[config.mk]
export PLATFORM = sky130hd
export DESIGN_NAME = accum_16bit_seq
export DESIGN_NICKNAME = d
export VERILOG_FILES = /design/src/rtl/accum_16bit_seq.sv
export SDC_FILE = /design/constraint.sdc
export NUM_CORES = 1
export LEC_CHECK = 0
export BUFFER_PORTS_ARGS = -buffer_cell sky130_fd_sc_hd__buf_2
export CAP_MARGIN = 20
export CORE_MARGIN = 4
export CORE_UTILIZATION = 57
export CTS_CLUSTER_DIAMETER = 100
export DETAILED_ROUTE_END_ITERATION = 16
export PLACE_DENSITY = 0.85
export SYNTH_ARGS = -nofsm -noshare
export SYNTH_HDL_FRONTEND = slang
export SYNTH_SLANG_ARGS = --single-unit
export TNS_END_PERCENT = 10
[constraint.sdc]
create_clock -name clk -period 6 [get_ports clk]
set_input_delay 1.2 -clock clk [delete_from_list [all_inputs] [get_ports clk]]
set_output_delay 1.2 -clock clk [all_outputs]
set_load 0.01 [all_outputs]
[src/rtl/accum_16bit_seq.sv]
// ---------------------------------------------------------------------------
// accum_16bit_seq
//
// Sequential accumulator. An accepted start fixes the run length `count`.
// The block then sums that many operands, taken over a valid/ready
// handshake, into a WIDTH-bit accumulator. A run with count == 0 completes
// at once with a zero sum.
//
// Each accepted operand updates these outputs:
//   acc        : sum modulo 2^WIDTH.
//   last_carry : carry out of the most recent addition.
//   carry_cnt  : number of additions in the run that produced a carry.
// The three results hold after the run ends, until the next accepted start.
//
// Ports
//   clk        in   clock; all state changes on its rising edge
//   rst        in   synchronous active-high reset
//   start      in   begin a run (acted on only in IDLE)
//   count      in   number of operands, sampled with an accepted start
//   din        in   operand data
//   din_valid  in   din holds a valid operand
//   din_ready  out  operand accepted this cycle if din_valid (ACC only)
//   acc        out  running / final sum
//   last_carry out  carry of the most recent addition
//   carry_cnt  out  additions in this run that carried
//   busy       out  run in progress (ACC only)
//   done       out  one-cycle completion pulse (DONE only)
// ---------------------------------------------------------------------------
module accum_16bit_seq #(
  parameter int WIDTH = 16,
  parameter int CNT_W = 4
) (
  input  logic             clk,
  input  logic             rst,
  input  logic             start,
  input  logic [CNT_W-1:0] count,
  input  logic [WIDTH-1:0] din,
  input  logic             din_valid,
  output logic             din_ready,
  output logic [WIDTH-1:0] acc,
  output logic             last_carry,
  output logic [CNT_W-1:0] carry_cnt,
  output logic             busy,
  output logic             done
);

  typedef enum logic [1:0] {
    S_IDLE = 2'd0,
    S_ACC  = 2'd1,
    S_DONE = 2'd2
  } state_t;

  state_t           r_state;
  state_t           w_state_nxt;
  logic [WIDTH-1:0] r_acc;
  logic             r_last_carry;
  logic [CNT_W-1:0] r_carry_cnt;
  logic [CNT_W-1:0] r_remaining;

  logic             w_start_ok;
  logic             w_handshake;
  logic [WIDTH:0]   w_sum;

  // start matters only in IDLE; din matters only while ready in ACC.
  assign w_start_ok  = (r_state == S_IDLE) && start;
  assign w_handshake = (r_state == S_ACC) && din_valid;

  // The sum is one bit wider than the operands. Its MSB is the carry out.
  assign w_sum = {1'b0, r_acc} + {1'b0, din};

  // NOTE: the next state gets a default before the case statement. That way
  // every path assigns it, and no latch is inferred.
  always_comb begin
    w_state_nxt = r_state;
    case (r_state)
      S_IDLE: begin
        if (start) begin
          w_state_nxt = (count != '0) ? S_ACC : S_DONE;
        end
      end
      S_ACC: begin
        if (w_handshake && (r_remaining == CNT_W'(1))) begin
          w_state_nxt = S_DONE;
        end
      end
      S_DONE:  w_state_nxt = S_IDLE;
      default: w_state_nxt = S_IDLE;
    endcase
  end

  // NOTE: registers use non-blocking assignments. Every read in this block
  // then sees the pre-edge value, whatever the statement order.
  always_ff @(posedge clk) begin
    if (rst) begin
      // Reset is tested first. It overrides start and a same-cycle handshake.
      r_state      <= S_IDLE;
      r_acc        <= '0;
      r_last_carry <= 1'b0;
      r_carry_cnt  <= '0;
      r_remaining  <= '0;
    end else begin
      r_state <= w_state_nxt;
      if (w_start_ok) begin
        r_acc        <= '0;
        r_last_carry <= 1'b0;
        r_carry_cnt  <= '0;
        r_remaining  <= count;
      end else if (w_handshake) begin
        r_acc        <= w_sum[WIDTH-1:0];
        r_last_carry <= w_sum[WIDTH];
        // Carries cannot outnumber operands, so this never wraps.
        if (w_sum[WIDTH]) begin
          r_carry_cnt <= r_carry_cnt + CNT_W'(1);
        end
        r_remaining <= r_remaining - CNT_W'(1);
      end
    end
  end

  assign din_ready  = (r_state == S_ACC);
  assign busy       = (r_state == S_ACC);
  assign done       = (r_state == S_DONE);
  assign acc        = r_acc;
  assign last_carry = r_last_carry;
  assign carry_cnt  = r_carry_cnt;

endmodule

Word level (Yosys, flattened, before mapping)

Index checks and enable logic that the tools add are counted.

Register bits after elaboration: 27
Input bits: 24
Output and inout bits: 24
Logic and storage cells: 28

Add/sub/neg operators: 3
Eq/ne operators: 5
Multiplexer cells: 6
Reduce and logical (&&, ||, !) cells: 9

Operators by type and width:

| kind                                              | number |
|---|---|
| adder 16 x 16 -> 17 bit                           | 1 |
| 2-to-1 mux 4 bit                                  | 2 |
| 2-to-1 mux 2 bit                                  | 3 |
| adder 4 x 1 -> 4 bit (second input constant)      | 1 |
| == test 4 x 1 -> 1 bit (second input constant)    | 1 |
| one-hot mux 2 bit (2 select lines)                | 1 |
| AND reduction 2 bit                               | 2 |
| nonzero test 4 bit                                | 1 |
| subtractor 4 x 1 -> 4 bit (second input constant) | 1 |
| logical AND 1 bit                                 | 3 |
| == test 2 x 1 -> 1 bit (second input constant)    | 1 |
| == test 2 bit (second input constant)             | 1 |
| logical NOT 2 bit                                 | 1 |
| != test 2 x 1 -> 1 bit (second input constant)    | 1 |
| != test 2 bit (second input constant)             | 1 |
| nonzero test 2 bit                                | 1 |
| OR reduction 2 bit                                | 1 |

Logic depth before layout (Yosys ltp)

Gate-level depths: netlist of run 1.

Depth after elaboration: 5
Depth in mapped cells: 8
Mapped depth without buffers: 8

Worst setup path before layout of run 1

OpenSTA, ideal clock, no wires.

Kind: input -> register
Start point: in din[0]
End point: reg r_acc[14], in the netlist acc[14]
Setup time: 0.119 ns
Arrival time: 2.975 ns
Data required time: 5.881 ns
Setup slack: 2.905 ns
Cell stages on the path: 8
Buffers on the path: 0
Cell sequence: ha_1 -> fa_1 -> a21o_1 -> a221oi_4 -> o22ai_4 -> o32ai_2 -> xor2_1 -> a21oi_1

Cells in the longest elaborated chain, start to end: 1

RTL lines:

| what                    | line | RTL |
|---|---|---|
| start: declaration      | 37   | `input logic [WIDTH-1:0] din,` |
| adder 16 x 16 -> 17 bit | 69   | `assign w_sum = {1'b0, r_acc} + {1'b0, din};` |
| end signal: assignment  | 109  | `r_acc <= w_sum[WIDTH-1:0];` |
| end: declaration        | 55   | `logic [WIDTH-1:0] r_acc;` |

Every way passes these cells.
A chain may end at the register's enable or synchronous reset.

Worst setup path in the final report of run 1

Ends and elaborated chain as after synthesis.

==> results of run 1 <==
synthesized netlist by cell type, drive strengths merged (4+ instances only):
cell type	n
a21o	5
a21oi	26
and3	5
buf	6
clkbuf	5
dfxtp	27
ha	19
inv	6
nand2	31
nand3	13
nand4	4
nor2	12
o21ai	15
xnor2	9
xor2	4
area by class of cell:
class	count	area share, %
Multi-Input combinational cell	185	59.4
Inverter	6	1.04
Tap cell	44	2.53
Clock buffer	3	1.04
Clock inverter	1	0.345
Timing Repair Buffer	47	10.8
Sequential cell	27	24.9
per-layer routing:
metal | vias up | wire length, um | GRT usage [%]
li1 | 917 | - | -
met1 | 810 | 1950 | 24.7
met2 | 65 | 2020 | 34.8
met3 | 8 | 299 | 4.93
met4 | 0 | 66 | 9.14
met5 | - | 0 | 0
stage by stage:
step,area [sq um],utilization (%)
final,2170,69.5
after global routing,2170,69.5
after CTS,2170,69.5
after detailed placement,2140,68.5
after global placement,2140,68.5
after floorplan,1920,-
worst max path at each step:
| stage | startpoint | end | slack (ps) | cells after the start |
|---|---|---|---|---|
| floorplan | din[0] | acc[14]$_SDFFE_PP0P_ | 2910 | 8 |
| global placement | din[0] | acc[14]$_SDFFE_PP0P_ | 2690 | 9 |
| detailed placement | din[0] | acc[14]$_SDFFE_PP0P_ | 2620 | 9 |
| CTS | din[0] | acc[14]$_SDFFE_PP0P_ | 3010 | 9 |
| global route | din[0] | acc[14]$_SDFFE_PP0P_ | 2880 | 9 |
| finish | din[0] | acc[14]$_SDFFE_PP0P_ | 3000 | 9 |
registers in the layout, summed over array words and instances, names as in the netlist:
signal / cells
acc: 16
last_carry: 1
r_state: 2
carry_cnt: 4
r_remaining: 4
power groups by stage:
| stage | registers (W) | clock network (W) | logic [W] |
|---|---|---|---|
| CTS | 0.000196 | 0.0000903 | 0.000103 |
| global route | 0.000197 | 0.0000953 | 0.000116 |
| detailed placement | 0.000199 | 0 | 0.000103 |
| finish | 0.000196 | 0.0000871 | 0.000104 |
| global placement | 0.000199 | 0 | 0.000101 |
| floorplan | 0.000200 | 0 | 0.0000766 |
cell families after synthesis:
logic type | after synthesis
and+or+nand+nor | 79
adders and majority gates | 20
AOI/OAI and AO/OA | 73
DFF | 27
xor gates and xnor gates | 13
buffers and inverters | 17
worst reg2reg max path, delay by kind of cell, from the launching register on:
kind / cells / cell delay, ps
fa+ha+maj: 2 / 640
compound gates: 5 / 1110
xor+xnor: 1 / 170
flops: 1 / 350
==> impl_results.md, run 1 <==
* Status: completed
* Arr. time, crit path at 3230 ps
* DR vias at 1800
* Reg2reg end: acc[14]$_SDFFE_PP0P_
* DR iter-0 viols at 120
* Synth Register Bits at 27
* Cell Count, Final, Fillers Out at 313
* Post_cts resized at 0
* Max_slew headroom at 42.4%
* Layout area overhead at 13.2%
* EDFF count, synth at 0
* Post-route setup TNS at 0 ps
* Routed length per instance at 13.9 um
* Total power at 0.000387 W
* Initial antenna violation count at 0
* Worst hold start: last_carry$_SDFFE_PP0P_
* Placed cells at 309
* Final setup violation count at 0
* Fin crit period at 3000 ps
* # hold bufs at CTS at 0
* Data required, critical path at 6230 ps
* Post-synthesis mux area share at 0%
* Filler cell count at 277
* Hold endpoint: last_carry$_SDFFE_PP0P_
* Worst VDD drop at 0.147 mV
* WS Path Type: primary input to flop
* Reg2reg path depth at 8
* Synth Area in XOR/XNOR at 5.93%
* Switch share at 33.8%
* Number of global-route vias before repair at 1640
* Synth Area in Simple Gates at 20.6%
* Post-CTS Setup Inserts at 0
* Vias per cell at 5.75
* Fmax at 333 MHz
* Worst-path maximum fanout at 4
* Hold Path Depth at 2
* CTS buffer count at 3
* Most frequent cells in the layout: 47 x buf_2, 30 x nand2_1, 27 x dfxtp_1
* RSZ-0062 raised after global routing: false
* Num rows at 20
* Multi-input gate area at 1290 sq um
* CTS sink count at 27
* RePlAce Congestion at 0.878
* GRT Overall Usage at 20.6%
* Routed WL at 4.34 mm
* Nets at 314
* Commonest non-fill, non-tap cell in the layout: buf_2
* Clk Latency, worst-skew pair at 350 ps
* Clock power share at 22.5%
* Port Buf Inserts at 47
* Mapped Cells at 229
* Placeable Area at 3130 sq um
* Place WS at 2620 ps
* Overflow after GRT at 0
* Wire length of the first global-routing pass at 7.05 mm
* Synth area leader: dfxtp_1
* DPL Wire Length at 3.27 mm
* CTS tree: done
* R2R setup slack at 3620 ps
* CTS max path bufs at 2
* Worst min path class: flop to flop
* CP peak stage delay at 420 ps
* Top Ports at 48
* Final hold violation count at 0
* Comb pwr share at 26.9%
* Asr flop ratio synth at 0%
* Slew Viols, Final at 0
* Adder-Cell Fraction of Synth Area at 13.4%
* Pwr/cell area at 178 nW/um^2
* Post-synth top area share at 28.2%
* DRC viols at 0
* Root Buffer: clkbuf_4
* Mapped cell area at 1920 sq um
* R2r startpoint: acc[0]$_SDFFE_PP0P_
* Crit-path slowest cell: fa_1
* Seq/Total Area, Yosys at 28.2%
* Register share of total power at 50.6%
* Overall die height at 66.0 um
* Htree depth at 1
* NetSw at 0.000131 W
* Skew final at 19.4 ps
* CP startpoint kind: primary input
* Fin crit share at 50.0%
* Avg Cell Area, Syn at 8.38 sq um
* Int Pwr at 0.000256 W
* Critical path endpoint category: flop
* Pin count of the biggest net entering global routing at 21
* Initial DRT Pass Iterations at 5
* Post-synthesis cell type count at 52
* Routed Antenna Nets at 0
* Leakage power at 1.02 nW
* Slew @ Worst Pin at 865 ps
* Top FF cell, synth: dfxtp_1
* FF+latch area at 541 sq um
* CP cell instances: buf_2 -> ha_1 -> fa_1 -> a21o_1 -> a221oi_4 -> o22ai_4 -> o32ai_2 -> xor2_1 -> a21oi_1
* WHS at 472 ps
* Share of layout cells above drive strength 1 at 22.7%
* Die W at 66.0 um
* Delay-heaviest family, CP: compound AO/OA/AOI/OAI gates
* Post-layout worst setup margin at 3000 ps
* Synth Net Count at 273
* Area contributors post-synth: dfxtp_1 28%, ha_1 12%, a21oi_1 6.5%
* Sum of buffers and inverters on the critical path at 1
* Inserted Diodes at 0
* Die area at 4360 sq um
* CTS clk-pin slew, worst paths at 170 ps
* Post-synthesis compound-gate area fraction at 27.2%
* Max cap viols at 0
* Largest family of logic cells by synthesized area: compound AO/OA/AOI/OAI gates
* Initial Util at 61.4%
* Yosys warning total at 0
Note: power is estimated with default switching activity, not from simulation.
==> run 2, diff against run 1 <==
--- a/config.mk
+++ b/config.mk
@@ -5,13 +5,14 @@
 export SDC_FILE = /design/constraint.sdc
 export NUM_CORES = 1
 export LEC_CHECK = 0
+export ABC_AREA = 1
 export BUFFER_PORTS_ARGS = -buffer_cell sky130_fd_sc_hd__buf_2
 export CAP_MARGIN = 20
 export CORE_MARGIN = 4
-export CORE_UTILIZATION = 57
+export CORE_UTILIZATION = 55
 export CTS_CLUSTER_DIAMETER = 100
 export DETAILED_ROUTE_END_ITERATION = 16
-export PLACE_DENSITY = 0.85
+export PLACE_DENSITY = 0.8
 export SYNTH_ARGS = -nofsm -noshare
 export SYNTH_HDL_FRONTEND = slang
 export SYNTH_SLANG_ARGS = --single-unit
==> constraint.sdc (replaced) <==
create_clock -name clk -period 3.1 [get_ports clk]
set_input_delay 0.62 -clock clk [delete_from_list [all_inputs] [get_ports clk]]
set_output_delay 0.62 -clock clk [all_outputs]
set_load 0.01 [all_outputs]
==> run 2 against run 1 <==
Compared with the run above: sequential power increased by 94%; cell count grew 42%; routed wire length grew 10%; sequential share of layout area decreased by 3.5 points; synthesized cell count increased by 53%; worst hold slack gained 4.1 ps; flip-flop and latch count stayed put; die area up 18%; via count rose by 23%; count of clock-buffer cells in the layout up 1; setup slack got worse by 1800 ps; non-clock buffer count unchanged; largest power group unchanged.
==> impl_results.md, run 2 <==
* Filler cell count at 376 (+36%)
* Sum of buffers and inverters on the critical path at 2 (+1)
* Vias per cell at 4.98 (-13%)
* DRC viols at 0 (unchanged)
* Inserted Diodes at 0 (unchanged)
* Most frequent cells in the layout: 110 x nand2_1, 68 x inv_1, 47 x buf_2
* Total power at 0.000848 W (+120%)
* Synth area leader: dfxtp_1
* GRT Overall Usage at 18.9% (-1.7 points)
* CTS max path bufs at 2 (unchanged)
* Wire length of the first global-routing pass at 8.07 mm (+14%)
* Layout area overhead at 13.0%
* Num rows at 22 (+10%)
* Slew Viols, Final at 0 (unchanged)
* Multi-input gate area at 1370 sq um (+6.1%)
* Initial DRT Pass Iterations at 4 (-1)
* CTS buffer count at 3 (unchanged)
* Routed length per instance at 10.8 um (-22%)
* Post-CTS Setup Inserts at 0 (unchanged)
* Critical path endpoint category: flop
* WS Path Type: primary input to flop
* Post-synthesis cell type count at 37 (-29%)
* FF+latch area at 541 sq um (unchanged)
* Mapped Cells at 350 (+53%)
* EDFF count, synth at 0 (unchanged)
* CP peak stage delay at 380 ps (-40 ps)
* Cell Count, Final, Fillers Out at 444 (+42%)
* Most frequent CP cell: nand2_1
* Routed Antenna Nets at 0 (unchanged)
* Root Buffer: clkbuf_8
* Pwr/cell area at 335 nW/um^2 (+88%)
* Commonest cells post-synth: 110 x nand2_1, 68 x inv_1, 32 x nand3_1
* DR vias at 2213 (+23%)
* CP cell instances: buf_2 -> ha_1 -> fa_1 -> nand2_1 -> nand2_1 -> nand3b_1 -> nand2_1 -> nand2_1 -> nand2_1 -> nand2_1 -> nand3_1 -> nand2_1 -> inv_1
* Final setup violation count at 0 (unchanged)
* CTS clk-pin slew, worst paths at 100 ps (-70 ps)
* Yosys warning total at 0 (unchanged)
* Seq/Total Area, Yosys at 24.1% (-4.0 points)
* Post-layout worst setup margin at 1190 ps (-1810 ps)
* Post-layout util at 66.6% (-2.8 points)
* RePlAce Congestion at 0.874 (-0.48%)
* Fmax at 524 MHz
* Area contributors post-synth: dfxtp_1 24%, nand2_1 18%, inv_1 11%
* Die area at 5160 sq um (+18%)
* Htree depth at 1 (unchanged)
* Data required, critical path at 3290 ps (-2940 ps)
* Asr flop ratio synth at 0% (unchanged)
* Status: completed
* Max_slew headroom at 82.9% (+41 points)
* Commonest non-fill, non-tap cell in the layout: nand2_1
* Delay-heaviest family, CP: simple AND/OR/NAND/NOR gates
* Worst min path class: flop to flop
* DPL Wire Length at 3.74 mm (+14%)
* Leakage power at 1.51 nW (+48%)
* Post_cts resized at 0 (unchanged)
* Pin count of the biggest net entering global routing at 37 (+76%)
* Crit-path slowest cell: fa_1
* Synth Net Count at 394 (+44%)
* Mapped cell area at 2240 sq um (+17%)
* DR iter-0 viols at 129 (+7.5%)
* Die W at 71.8 um (+8.8%)
* Fin crit share at 61.5%
* Initial antenna violation count at 0 (unchanged)
* Place WS at 919 ps (-1710 ps)
* Top Ports at 48 (unchanged)
* RSZ-0062 raised after global routing: false
* Top FF cell, synth: dfxtp_1
* Routed WL at 4.79 mm (+10%)
* Most numerous cell in the Yosys netlist: nand2_1
* Initial Util at 59.0% (-2.4 points)
* Final hold violation count at 0 (unchanged)
* Worst VDD drop at 0.246 mV (+67%)
* Placed cells at 440 (+42%)
* Overflow after GRT at 0 (unchanged)
* Number of global-route vias before repair at 2025 (+23%)
* Fin crit period at 1910 ps
* Nets at 441 (+40%)
* Avg Cell Area, Syn at 6.40 sq um (-24%)
* Post-route setup TNS at 0 ps (unchanged)
* Placeable Area at 3800 sq um (+21%)
* Max cap viols at 0 (unchanged)
* Slew @ Worst Pin at 256 ps (-608 ps)
* Worst-path maximum fanout at 3 (-1)
* Synth Register Bits at 27 (unchanged)
* Number of flip-flops in the largest register at 16 (unchanged)
* Arr. time, crit path at 2090 ps (-1140 ps)
* CP startpoint kind: primary input
* CTS tree: done
* Skew final at 2.87 ps (-16.5 ps)
* Clk Latency, worst-skew pair at 280 ps (-70 ps)
* # hold bufs at CTS at 0 (unchanged)
* Post-synth top area share at 24.1% (-4.0 points)
* CTS sink count at 27 (unchanged)
* Overall die height at 71.8 um (+8.8%)
* Port Buf Inserts at 47 (unchanged)
* Share of layout cells above drive strength 1 at 18.4% (-4.2 points)
[run 2: cell types whose count changed in the layout (fill, tap and decap cells not counted), sizes merged, moves of 6 or more]
cell,change
nand3,+20
o21ai,-13
nor2,+6
a21oi,-6
o21a,+6
nand2,+87
inv,+67
[run 2: stage by stage]
stage / hold WS [ps] / instance area [sq um]
floorplan: 457 / 2240
global placement: 469 / 2490
detailed placement: 452 / 2490
CTS: 476 / 2530
global route: 504 / 2530
finish: 476 / 2530
[run 2: per-layer routing]
metal	GRT usage [%]	routed length (um)	up-vias
met5	0	0	-
met4	5.64	59	0
met3	2.81	245	7
met2	34.6	2210	53
met1	22.6	2270	973
li1	-	-	1180
[run 2: path summary, 6_finish.rpt]
check / start / end / slack, ps / depth (start not counted)
max: din[0] / acc[14]$_SDFFE_PP0P_ / 1190 / 13
min: last_carry$_SDFFE_PP0P_ / last_carry$_SDFFE_PP0P_ / 480 / 2
max reg2reg: acc[0]$_SDFFE_PP0P_ / acc[14]$_SDFFE_PP0P_ / 1320 / 12
min reg2reg: last_carry$_SDFFE_PP0P_ / last_carry$_SDFFE_PP0P_ / 480 / 2
[run 2: kinds of logic after synthesis]
family	count (synthesis)	synth area share, %
AND/OR/NAND/NOR	180	36.4
buffers and inverters	78	14.7
AO/OA/AOI/OAI	40	11.2
flip-flops	27	24.1
adder cells (fa/ha/maj)	20	11.5
XOR/XNOR	5	1.96
[run 2: worst reg2reg max path, cell delays in order, from the launching register on]
cell and delay (ps):
dfxtp_1 330, ha_1 200, fa_1 380, nand2_1 100, nand2_1 100, nand3b_1 120, nand2_1 100, nand2_1 90
nand2_1 60, nand2_1 60, nand3_1 60, nand2_1 70, inv_1 30
[run 2: report_power, final]
group	total (W)	internal, W	switching [W]
combinational	0.000260	0.0000990	0.000161
sequential	0.000381	0.000365	0.0000162
clock	0.000207	0.0000923	0.000115
total	0.000848	0.000556	0.000292
[run 2: final cells by class]
type | instances | area share [%]
repair buffers | 47 | 9.29
well taps | 48 | 2.37
flip-flops and latches | 27 | 21.4
clock buffers | 4 | 1.78
multi-input cells | 245 | 54.1
inverters | 73 | 11.1
